--- src/rtl/jump_sequencer.sv ---
// jump_sequencer: game-flow controller for the blocks datapath.
// Turns button edges into single-cycle jump pulses, blocks new jumps while
// the 5-layer shift animation runs, and generates each new row from an LFSR
// so that a safe column always lies within one step of the previous one.
// Optional build macro: JUMP_BUFFER_EN adds a one-entry jump request buffer
// that remembers the first single-direction edge seen during the animation.
//
// state | meaning
// ------+------------------------------------------------------------
// IDLE  | no game running, blocks disabled, waiting for start edge
// READY | game running, next single-direction edge issues a jump
// SHIFT | animation running, anim_cnt counts down on one_ms_tick
// FAIL  | character fell, picture frozen, start edge returns to IDLE

module jump_sequencer #(
   parameter int          ANIM_MS    = 200,
   parameter logic [15:0] LFSR_SEED  = 16'hACE1,
   parameter int          START_PATH = 3
) (
   input  logic        clk,
   input  logic        rst,
   input  logic        one_ms_tick,
   input  logic        btn_left,
   input  logic        btn_right,
   input  logic        btn_start,
   input  logic        jump_fail,
   output logic        module_en,
   output logic        jump_left,
   output logic        jump_right,
   output logic [0:6]  layer_map_out,
   output logic [0:6]  block_type_out,
   output logic [15:0] score,
   output logic        game_over
);

   typedef enum logic [1:0] {IDLE, READY, SHIFT, FAIL} state_t;

   localparam logic [9:0] ANIM_LOAD  = 10'(ANIM_MS);
   localparam logic [2:0] PATH_START = 3'(START_PATH);

   state_t      state;
   state_t      state_nxt;

   logic        prev_left;
   logic        prev_right;
   logic        prev_start;
   logic        left_edge;
   logic        right_edge;
   logic        start_edge;
   logic        single_edge;

   logic [9:0]  anim_cnt;
   logic [15:0] lfsr;
   logic [15:0] lfsr_adv;
   logic [2:0]  path;
   logic [2:0]  path_new;
   logic [0:6]  row_map;
   logic [0:6]  row_type;

   logic        issue;
   logic        issue_left;
   logic        module_en_d;
   logic        game_over_d;

   assign left_edge   = btn_left  & ~prev_left;
   assign right_edge  = btn_right & ~prev_right;
   assign start_edge  = btn_start & ~prev_start;
   assign single_edge = left_edge ^ right_edge;

`ifdef JUMP_BUFFER_EN
   logic buf_valid;
   logic buf_left;

   // Remember the first single-direction request made during the animation.
   always_ff @(posedge clk) begin
      if (rst) begin
         buf_valid <= 1'b0;
         buf_left  <= 1'b0;
      end else if (state != READY && state != SHIFT) begin
         buf_valid <= 1'b0;
      end else if (issue) begin
         buf_valid <= 1'b0;
      end else if (state == SHIFT && !jump_fail && !buf_valid && single_edge) begin
         buf_valid <= 1'b1;
         buf_left  <= left_edge;
      end
   end
`endif

   // State register.
   always_ff @(posedge clk) begin
      if (rst) begin
         state <= IDLE;
      end else begin
         state <= state_nxt;
      end
   end

   // Next-state logic; a failing landing overrides any jump or expiry.
   always_comb begin
      state_nxt = state;
      case (state)
         IDLE: begin
            if (start_edge) state_nxt = READY;
         end
         READY: begin
            if (jump_fail)  state_nxt = FAIL;
            else if (issue) state_nxt = SHIFT;
         end
         SHIFT: begin
            if (jump_fail)                              state_nxt = FAIL;
            else if (one_ms_tick && anim_cnt == 10'd1) state_nxt = READY;
         end
         FAIL: begin
            if (start_edge) state_nxt = IDLE;
         end
         default: state_nxt = IDLE;
      endcase
   end

   // Output decode: jump decision plus next values of the level outputs.
   always_comb begin
      issue      = 1'b0;
      issue_left = 1'b0;
      if (state == READY && !jump_fail) begin
         if (single_edge) begin
            issue      = 1'b1;
            issue_left = left_edge;
         end
`ifdef JUMP_BUFFER_EN
         // A buffered request takes precedence over a live edge.
         if (buf_valid) begin
            issue      = 1'b1;
            issue_left = buf_left;
         end
`endif
      end
      module_en_d = (state_nxt != IDLE);
      game_over_d = (state_nxt == FAIL);
   end

   // Next row: advance LFSR, wander the safe path by at most one column.
   always_comb begin
      lfsr_adv = {lfsr[14:0], lfsr[15] ^ lfsr[13] ^ lfsr[12] ^ lfsr[10]};
      case (lfsr_adv[1:0])
         2'd0:    path_new = (path == 3'd0) ? 3'd0 : path - 3'd1;
         2'd1:    path_new = (path >= 3'd6) ? 3'd6 : path + 3'd1;
         default: path_new = path;
      endcase
      row_map           = lfsr_adv[15:9];
      row_map[path_new] = 1'b1;
      row_type           = lfsr_adv[8:2] & row_map;
      row_type[path_new] = 1'b0;
   end

   // Registered datapath: edge detect, jump pulses, rows, score, timer.
   always_ff @(posedge clk) begin
      if (rst) begin
         prev_left      <= 1'b0;
         prev_right     <= 1'b0;
         prev_start     <= 1'b0;
         module_en      <= 1'b0;
         jump_left      <= 1'b0;
         jump_right     <= 1'b0;
         layer_map_out  <= '0;
         block_type_out <= '0;
         score          <= 16'd0;
         game_over      <= 1'b0;
         lfsr           <= LFSR_SEED;
         path           <= PATH_START;
         anim_cnt       <= 10'd0;
      end else begin
         prev_left  <= btn_left;
         prev_right <= btn_right;
         prev_start <= btn_start;
         module_en  <= module_en_d;
         game_over  <= game_over_d;
         jump_left  <= 1'b0;
         jump_right <= 1'b0;

         if (issue) begin
            jump_left      <= issue_left;
            jump_right     <= ~issue_left;
            lfsr           <= lfsr_adv;
            path           <= path_new;
            layer_map_out  <= row_map;
            block_type_out <= row_type;
            anim_cnt       <= ANIM_LOAD;
            if (score != 16'hFFFF) score <= score + 16'd1;
         end else if (state == SHIFT && one_ms_tick && anim_cnt != 10'd0) begin
            anim_cnt <= anim_cnt - 10'd1;
         end

         if (state == IDLE && start_edge) begin
            score <= 16'd0;
            path  <= PATH_START;
         end

         // Returning to IDLE also wipes the last row so blocks restarts clean.
         if (state == FAIL && start_edge) begin
            layer_map_out  <= '0;
            block_type_out <= '0;
         end
      end
   end

endmodule

--- config.mk ---
export PLATFORM = sky130hd
export DESIGN_NAME = jump_sequencer
export DESIGN_NICKNAME = d
export VERILOG_FILES = /design/src/rtl/jump_sequencer.sv
export SDC_FILE = /design/constraint.sdc
export NUM_CORES = 1
export LEC_CHECK = 0
export BUFFER_PORTS_ARGS = -buffer_cell sky130_fd_sc_hd__clkbuf_2
export CAP_MARGIN = 5
export CORE_MARGIN = 4
export CORE_UTILIZATION = 60
export CTS_BUF_LIST = sky130_fd_sc_hd__clkbuf_2
export CTS_CLUSTER_SIZE = 24
export DETAILED_ROUTE_END_ITERATION = 7
export PLACE_DENSITY = 0.82
export SETUP_SLACK_MARGIN = 0.5
export SLEW_MARGIN = 20
export SYNTH_ARGS = -nofsm -noshare
export SYNTH_HDL_FRONTEND = slang
export SYNTH_SLANG_ARGS = --single-unit
--- constraint.sdc ---
create_clock -name clk -period 4.03 [get_ports clk]
set_input_delay 0.2015 -clock clk [delete_from_list [all_inputs] [get_ports clk]]
set_output_delay 0.2015 -clock clk [all_outputs]
set_load 0.005 [all_outputs]
==> results.cfg, run 1 <==
[route]
wl_um = 6510
drtIter0Drc = 191
drt_pre_antenna_iters = 4
drtAntennaViolNets = 0
routedWlPerCell_um = 14.0
vias_per_cell = 5.60
num_vias = 2611
drt_drc_violations_left = 0

[cts]
cts_buffers = 9
clk_latency_ns = 0.51
clk_pin_slew_ns = 0.20
cts_root_buf = clkbuf_2
h-tree-depth = 3
cts_max_path_buffers = 2
cts_tree = done
cts_sinks = 68
cts_post_setup_buffers_inserted = 0

[synth]
synth_flop_cell = dfxtp_1
async_reset_ff_frac = 0
synth_cells = 352
synthXorXnorAreaFrac = 0.0702
syn_area_um2 = 3100
ys_ff_latch = 68
post-synth-top-count-cell = dfxtp_1
yosysSeqAreaShare = 0.439
synth_common_cells = 68 x dfxtp_1, 48 x nand2_1, 43 x nor2_1, 21 x a21oi_1
ys_warn_count = 0
synth_edf_count = 0
ys_top_cells_by_area = dfxtp_1 44%, nand2_1 5.8%, nor2_1 5.2%
synth_compound_area_frac = 0.141
synth_largest_area_cell = dfxtp_1
synthSimpleGateAreaFrac = 0.251
avgSynthCellArea_um2 = 8.81
synth_top_family_by_area = simple AND/OR/NAND/NOR gates
synthMuxAreaShare = 0.0254
synth_cell_types = 56
synth_top_area_frac = 0.439
syn_nets = 369
synth_adder_area_share = 0.0404

[final_layout]
area_delta_synth_final_pct = 13.2
nNetsFinal = 411
layout-drive-gt1-share = 0.183
n_antenna_cell = 0
n_fill_cell = 386

[floorplanning]
num_rows = 25
die_h_um = 79.9
start_util = 0.639
fp.dieW_um = 79.9
num_io_pins = 41
core_um2 = 4850
dieArea_um2 = 6380

[critical_path]
crit_buf_inv = 2
crit_start = btn_left
path_delay_family = simple AND/OR/NAND/NOR gates
r2r_cells = 8
r2r_slack_ns = 1.63
worstSetupPathType = input port to flop
timing.critical_path.cells = dlygate4sd3_1, clkbuf_2, nor2b_1, ha_1, nor2_1, nand3_1, nor4b_1, nand3_1, xor2_1, nor2_1
crit_cells = 10
rr_startpoint = prev_right$_SDFF_PP0_
slowest_stage = nor4b_1
cp.arrival_ns = 2.81
required_ns = 4.44
slowest_delay_ns = 0.64
path_max_fanout = 12
cp-end-kind = flop
critPathLaunchType = input port

[hold_path]
hp-class = input port to flop
holdPathStages = 3
min_from = jump_fail

[timing]
hold_violations = 0
rsz0062_at_grt = false
drv_slew = 0
finalSetupViolations = 0
final.setup_skew_ns = 0.0319
min_period_ns = 2.40
slew-limit-headroom = 0.465
fmax_ghz = 0.416
finalCritPeriodShare = 0.596
setup_tns_ns = 0
max_slew.worst_pin.slew_ns = 0.802

[global_route]
gr-usage-all-layers = 0.231
antenna_found_initial = 0
gr-total-overflow = 0
grt_pass1_vias = 2490
grt_start_max_net_pins = 32
grt_pass1_wl_um = 11500

[outcome]
outcome = completed

[power_and_ir_drop]
p_per_area_nw_per_um2 = 380
leakage_nw = 1.44
ir_drop_uv = 238
p_total_mw = 1.33

[run]
cap_violations = 0

[placed_design]
dpl.hpwl_um = 4520
port_buffers = 40
routabilityCongestion = 0.801
-- path summary, 6_finish.rpt --
path                             to
max          score[13]$_SDFFE_PP0P_
min             state[1]$_SDFF_PP0_
max reg2reg  score[13]$_SDFFE_PP0P_
min reg2reg    lfsr[3]$_SDFFE_PP0P_
-- final cells by class --
class | instances | area, um^2 | area share
clock buffers | 9 | 45.0 | 0.0128
clock inverters | 7 | 91.3 | 0.0260
inverters | 12 | 45.0 | 0.0128
multi-input cells | 258 | 1640 | 0.467
flip-flops and latches | 68 | 1360 | 0.388
well taps | 67 | 83.8 | 0.0239
repair buffers | 45 | 245 | 0.0699
-- worst reg2reg max path: cells and delay by family, from the launching register on --
family,cells,cell delay (ns)
AND/OR/NAND/NOR,6,1.49
flip-flops,1,0.34
adder cells (fa/ha/maj),1,0.34
XOR/XNOR,1,0.15
-- metrics by stage --
| stage | std cells | hold slack, ns | worst slack (ns) | utilization | cell area, um^2 |
|---|---|---|---|---|---|
| final | 466 | 0.0839 | 1.63 | 0.724 | 3510 |
| after global routing | 466 | 0.0542 | 1.27 | 0.724 | 3510 |
| after CTS | 466 | 0.0483 | 1.60 | 0.724 | 3510 |
| after detailed placement | 447 | 0.431 | 1.61 | 0.690 | 3340 |
| after global placement | 447 | 0.430 | 1.69 | 0.690 | 3340 |
| after floorplan | 352 | 0.330 | 1.97 | - | 3100 |
-- metal layers --
metal	GRT usage	vias up	wire length (um)
met5	0	-	0
met4	0.0895	0	80
met3	0.0621	6	357
met2	0.383	69	3150
met1	0.284	1229	2920
li1	-	1307	-
-- state kept, by name, indices dropped and copies added (netlist names) --
signal and count:
prev_right 1, lfsr 16, score 16, anim_cnt 10, path 3, prev_start 1, jump_left 1, layer_map_out 7
game_over 1, prev_left 1, jump_right 1, block_type_out 7, state 2, module_en 1
-- cell usage in the layout, fill, tap and decap left out, types with 3 or more instances in the layout --
master and instances:
nor2_1 43, mux2i_1 3, o22ai_1 3, clkbuf_2 49, nand3b_1 7, o21ai_0 5, nor2b_1 7, a31oi_1 3
xor2_1 15, nand2b_1 4, xnor2_1 8, dfxtp_1 68, nand4_1 6, nand3_1 15, dlygate4sd3_1 3, clkinv_2 3
inv_1 12, ha_1 10, a21oi_1 21, nand2_1 48, and4_1 3, nor3_1 7, and3_1 5, a21boi_0 3
o21bai_1 3
-- where the power goes --
| group | internal (mW) | switching, mW |
|---|---|---|
| Clock | 0.203 | 0.245 |
| Sequential | 0.699 | 0.0251 |
| Combinational | 0.0680 | 0.0956 |
| Total | 0.969 | 0.365 |
-- kinds of logic after synthesis --
kind of cell / count (synthesis)
simple gates: 157
buf+inv: 26
mux: 6
compound gates: 61
xor+xnor: 24
fa+ha+maj: 10
flops: 68
-- repair_timing --
action                    4_1_cts  5_1_grt
hold endpoints to repair        3        0
gates resized for setup         0        0
hold buffers                    3        0
(Power assumes the default switching activity.)
==> inputs of run 2 (changes only) <==
--- a/config.mk
+++ b/config.mk
@@ -5,6 +5,7 @@
 export SDC_FILE = /design/constraint.sdc
 export NUM_CORES = 1
 export LEC_CHECK = 0
+export ABC_AREA = 1
 export BUFFER_PORTS_ARGS = -buffer_cell sky130_fd_sc_hd__clkbuf_2
 export CAP_MARGIN = 5
 export CORE_MARGIN = 4
==> constraint.sdc (replaced) <==
create_clock -name clk -period 2.45 [get_ports clk]
set_input_delay 0.1225 -clock clk [delete_from_list [all_inputs] [get_ports clk]]
set_output_delay 0.1225 -clock clk [all_outputs]
set_load 0.005 [all_outputs]
==> results.cfg, run 2 <==
[outcome]
outcome = completed

[timing]
fmax_ghz = 0.506
slew-limit-headroom = 0.660
final.setup_skew_ns = 0.0216
max_slew.worst_pin.slew_ns = 0.509
hold_violations = 0
setup_tns_ns = 0
finalCritPeriodShare = 0.807
rsz0062_at_grt = true
min_period_ns = 1.98
drv_slew = 0
setup_ws_ns = 0.472
finalSetupViolations = 0

[cts]
cts_max_path_buffers = 2
h-tree-depth = 3
cts_root_buf = clkbuf_2
cts_buffers = 9
clk_pin_slew_ns = 0.18
cts_tree = done
clk_latency_ns = 0.49
cts_sinks = 68

[global_route]
grt_start_max_net_pins = 21
grt_pass1_wl_um = 12900
gr-usage-all-layers = 0.225
antenna_found_initial = 0
gr-total-overflow = 0
grt_pass1_vias = 2934

[synth]
synth_flop_cell = dfxtp_1
yosysSeqAreaShare = 0.406
ys_ff_latch = 68
syn_area_um2 = 3360
syn_nets = 483
synth_top_area_frac = 0.406
ys_top_cells_by_area = dfxtp_1 41%, nand2_1 11%, inv_1 7.6%
synth_cells = 466
async_reset_ff_frac = 0
synth_edf_count = 0
ys_warn_count = 0
synth_common_cells = 99 x nand2_1, 68 x dfxtp_1, 68 x inv_1, 46 x nor2_1, 39 x a21oi_1
avgSynthCellArea_um2 = 7.20
post-synth-top-count-cell = nand2_1
synth_largest_area_cell = dfxtp_1
synth_cell_types = 38

[floorplanning]
die_h_um = 82.8
core_um2 = 5270
dieArea_um2 = 6860
start_util = 0.637
num_rows = 26
fp.dieW_um = 82.8
num_io_pins = 41

[route]
drt_pre_antenna_iters = 5
drtAntennaViolNets = 0
routedWlPerCell_um = 13.2
wl_um = 7870
drt_drc_violations_left = 0
drtIter0Drc = 167
vias_per_cell = 5.32
num_vias = 3166

[power_and_ir_drop]
p_per_area_nw_per_um2 = 540
leakage_nw = 1.82
ir_drop_uv = 414

[final_layout]
final_common_cell = nand2_1
nNetsFinal = 539
n_antenna_cell = 0
final_cell_mix = 98 x nand2_1, 67 x inv_1, 67 x dfxtp_1, 50 x clkbuf_2, 43 x nor2_1
area_delta_synth_final_pct = 15.1
layout-drive-gt1-share = 0.189
top_regs = lfsr x16, score x16, anim_cnt x10
final_cells = 595

[placed_design]
port_buffers = 40
pre_cts_slack_ns = 0.452
dpl.hpwl_um = 5540
routabilityCongestion = 0.915
dpl.cell_count = 571

[critical_path]
timing.rr.end = score[10]$_SDFFE_PP0P_
cp-end-kind = flop
r2r_cells = 10
path_max_fanout = 17
worstSetupPathType = input port to flop
rr_startpoint = prev_right$_SDFF_PP0_
r2r_slack_ns = 0.48
slowest_delay_ns = 0.55
required_ns = 2.83
timing.critical_path.cells = dlygate4sd3_1, clkbuf_2, inv_1, or2_2, ha_1, nor2_2, nand2_2, clkinv_4, nand2_8, inv_8, nand2_2, o21ai_0, a21oi_1
cp.arrival_ns = 2.36
critPathLaunchType = input port
slowest_stage = dlygate4sd3_1
worst_path_most_repeated_cell = nand2_2

[run]
cap_violations = 0

[hold_path]
holdPathEnd = anim_cnt[3]$_SDFFE_PP0P_
hp-class = input port to flop
min_from = one_ms_tick
holdPathStages = 6
[run 2: cells by family after synthesis]
kind of cell	synth area share
flip-flops	0.406
buffers and inverters	0.0999
adder cells (fa/ha/maj)	0.0373
AO/OA/AOI/OAI	0.129
XOR/XNOR	0.0287
AND/OR/NAND/NOR	0.299
[run 2: per-layer routing]
layer | vias up | wire length (um) | global-route usage
met3 | 13 | 502 | 0.0426
met5 | - | 0 | 0
li1 | 1614 | - | -
met4 | 0 | 130 | 0.0936
met1 | 1413 | 3490 | 0.293
met2 | 126 | 3750 | 0.363
[run 2: area by class of cell]
cell class	instances	area [um^2]
Inverter	76	302
Timing Repair inverter	1	7.51
Clock inverter	4	42.5
Clock buffer	10	50.0
Sequential cell	68	1360
Tap cell	70	87.6
Multi-Input combinational cell	314	1700
Fill cell	431	1410
Timing Repair Buffer	52	315
[run 2: critical path: cells and delay by family]
kind,cells,cell delay (ns)
AND/OR/NAND/NOR,5,0.71
AO/OA/AOI/OAI,2,0.29
adder cells (fa/ha/maj),1,0.30
buffers and inverters,5,0.92
[run 2: timing repair]
item / 4_1_cts / 5_1_grt
setup endpoints to repair: 7 / 27
buffers inserted: 0 / 4
gates cloned: 0 / 1
pin swaps: 0 / 1
hold buffers: 5 / 0
endpoints found under the hold margin: 6 / 0
gates resized for setup: 3 / 17
[run 2: how the worst max path moves through the flow]
| stage | to | slack, ns | cells after the start | start |
|---|---|---|---|---|
| global route | score[10]$_SDFFE_PP0P_ | 0.41 | 13 | btn_right |
| finish | score[10]$_SDFFE_PP0P_ | 0.47 | 13 | btn_right |
| floorplan | score[12]$_SDFFE_PP0P_ | 0.68 | 9 | prev_right$_SDFF_PP0_ |
| global placement | score[10]$_SDFFE_PP0P_ | 0.52 | 10 | prev_right$_SDFF_PP0_ |
| detailed placement | score[8]$_SDFFE_PP0P_ | 0.45 | 10 | prev_right$_SDFF_PP0_ |
| CTS | score[8]$_SDFFE_PP0P_ | 0.49 | 10 | prev_right$_SDFF_PP0_ |
[run 2: per-stage QoR]
stage	hold WS, ns	utilization	cell area [um^2]	total power, mW
6_report	0.160	0.733	3860	2.09
5_1_grt	0.185	0.733	3860	2.19
4_1_cts	0.151	0.717	3780	2.07
2_1_floorplan	0.243	-	3360	1.41
3_3_place_gp	0.336	0.687	3620	1.47
3_5_place_dp	0.342	0.687	3620	1.48
[run 2: power breakdown]
group	internal (mW)	switching [mW]	leakage [nW]	total, mW
Sequential	1.15	0.0286	0.550	1.18
Combinational	0.115	0.202	1.21	0.318
Clock	0.222	0.371	0.0627	0.592
Total	1.48	0.601	1.82	2.09
==> inputs of run 3 (changes only) <==
==> constraint.sdc (replaced) <==
create_clock -name clk -period 1.9 [get_ports clk]
set_input_delay 0.095 -clock clk [delete_from_list [all_inputs] [get_ports clk]]
set_output_delay 0.095 -clock clk [all_outputs]
set_load 0.005 [all_outputs]
==> results.cfg, run 3 (synthesized netlist as in run 2, its figures left out) <==
[floorplanning]
fp.dieW_um = 82.8
num_io_pins = 41
start_util = 0.637
dieArea_um2 = 6860
num_rows = 26
core_um2 = 5270
die_h_um = 82.8

[route]
wl_um = 11700
vias_per_cell = 6.14
num_vias = 3874
drt_pre_antenna_iters = 6
drtIter0Drc = 433
drt_drc_violations_left = 0
drtAntennaViolNets = 0
routedWlPerCell_um = 18.6

[global_route]
antenna_found_initial = 0
grt_pass1_wl_um = 15100
gr-total-overflow = 0
grt_pass1_vias = 3371
grt_start_max_net_pins = 19
gr-usage-all-layers = 0.259

[timing]
drv_slew = 0
setup_ws_ns = 0.0257
max_slew.worst_pin.slew_ns = 0.403
hold_violations = 2
hold_ws_ns = -0.0104
finalSetupViolations = 0
rsz0062_at_grt = true
finalCritPeriodShare = 0.986
slew-limit-headroom = 0.731
fmax_ghz = 0.534
min_period_ns = 1.87
final.setup_skew_ns = 0.0374

[critical_path]
critPathLaunchType = flop
worstSetupPathType = flop to flop
required_ns = 2.31
slowest_stage = dfxtp_2
worst_path_most_repeated_cell = nor2_4
rr_startpoint = prev_right$_SDFF_PP0_
cp-end-kind = flop
crit_start = prev_right$_SDFF_PP0_
cp-endpoint = lfsr[0]$_SDFFE_PP1P_
path_max_fanout = 11
r2r_slack_ns = 0.03
cp.arrival_ns = 2.28
slowest_delay_ns = 0.36
r2r_cells = 10
timing.rr.end = lfsr[0]$_SDFFE_PP1P_
timing.critical_path.cells = or2_4, ha_4, nor2_4, nand2_4, clkinv_8, buf_6, nor2_4, inv_6, o22ai_1, inv_1

[final_layout]
top_regs = lfsr x16, score x16, anim_cnt x10
nNetsFinal = 574
n_antenna_cell = 0
final_common_cell = nand2_1
layout-drive-gt1-share = 0.428
post-route-cell-area_um2 = 4710
final_cell_mix = 81 x nand2_1, 59 x inv_1, 51 x clkbuf_2, 48 x dfxtp_1, 33 x nor2_1
area_delta_synth_final_pct = 40.3

[cts]
h-tree-depth = 3
cts_sinks = 68
clk_latency_ns = 0.53
cts_tree = done
cts_buffers = 9
clk_pin_slew_ns = 0.21
cts_max_path_buffers = 2
cts_root_buf = clkbuf_2

[placed_design]
port_buffers = 40
dpl.hpwl_um = 5710
pre_cts_slack_ns = 0.0675
routabilityCongestion = 0.893
placed_cell_area_um2 = 3750

[power_and_ir_drop]
p_per_area_nw_per_um2 = 606
ir_drop_uv = 504
leakage_nw = 2.13

[outcome]
violations = hold timing
outcome = finished, violations left

[run]
cap_violations = 0

[hold_path]
hp-class = input port to flop
## run 3: cell count changes in the layout (fill, tap and decap cells not counted), sizes merged
cell         change
buf             +36
clkinv           +2
bufinv           -1
clkbuf           +1
clkinvlp         -1
dlygate4sd3      -1
inv              -1
nand2            +1
## run 3: worst min path at each step
stage | from | endpoint | slack (ns) | cells past startpoint
final | rst | anim_cnt[3]$_SDFFE_PP0P_ | -0.01 | 2
after global routing | rst | prev_left$_SDFF_PP0_ | 0.009 | 2
after CTS | rst | lfsr[14]$_SDFFE_PP0P_ | 0.01 | 2
after detailed placement | btn_left | prev_left$_SDFF_PP0_ | 0.33 | 3
after global placement | btn_left | prev_left$_SDFF_PP0_ | 0.31 | 3
after floorplan | btn_left | prev_left$_SDFF_PP0_ | 0.22 | 2
## run 3: repair_timing
action                                 CTS  global route
gates cloned                             0             1
hold buffers                             4             0
setup endpoints to repair               65            65
setup buffers                           22            16
pin swaps                               18            46
endpoints found under the hold margin    5             0
gates resized for setup                 41           118
## run 3: worst max-delay path: cells and delay by family (launching register included)
family                     cells  cell delay, ns
adders and majority gates      1            0.28
buffers and inverters          4            0.38
AOI/OAI and AO/OA              1            0.15
DFF                            1            0.36
and+or+nand+nor                4            0.59
## run 3: through the flow
step / util / hold WS (ns) / cells / power [mW] / TNS, ns
final: 0.893 / -0.0104 / 631 / 2.85 / 0
after global routing: 0.893 / 0.00924 / 631 / 2.96 / -0.0579
after CTS: 0.786 / 0.0108 / 614 / 2.64 / 0
after detailed placement: 0.711 / 0.325 / 573 / 1.95 / 0
after global placement: 0.711 / 0.311 / 573 / 1.94 / 0
after floorplan: - / 0.220 / 466 / 1.85 / 0
## run 3: layer usage
metal / up-vias / global-route usage / part of all wire
li1: 1683 / - / -
met1: 1793 / 0.308 / 0.37
met2: 311 / 0.447 / 0.49
met3: 87 / 0.0525 / 0.092
met4: 0 / 0.122 / 0.051
met5: - / 0 / 0
## run 3: report_power, final
group	internal [mW]	total (mW)	switching (mW)	leakage [nW]
registers	1.48	1.52	0.0455	0.559
clock network	0.164	0.697	0.533	0.0566
logic	0.246	0.632	0.386	1.52
total	1.89	2.85	0.964	2.13
## run 3: final cells by class
type / instances / area (um^2)
inverter: 76 / 327
tap: 70 / 87.6
clock inverter: 4 / 17.5
sequential: 68 / 1400
multi-input combinational: 315 / 2190
clock buffer: 11 / 55.1
fill: 249 / 562
timing repair buffer: 87 / 629
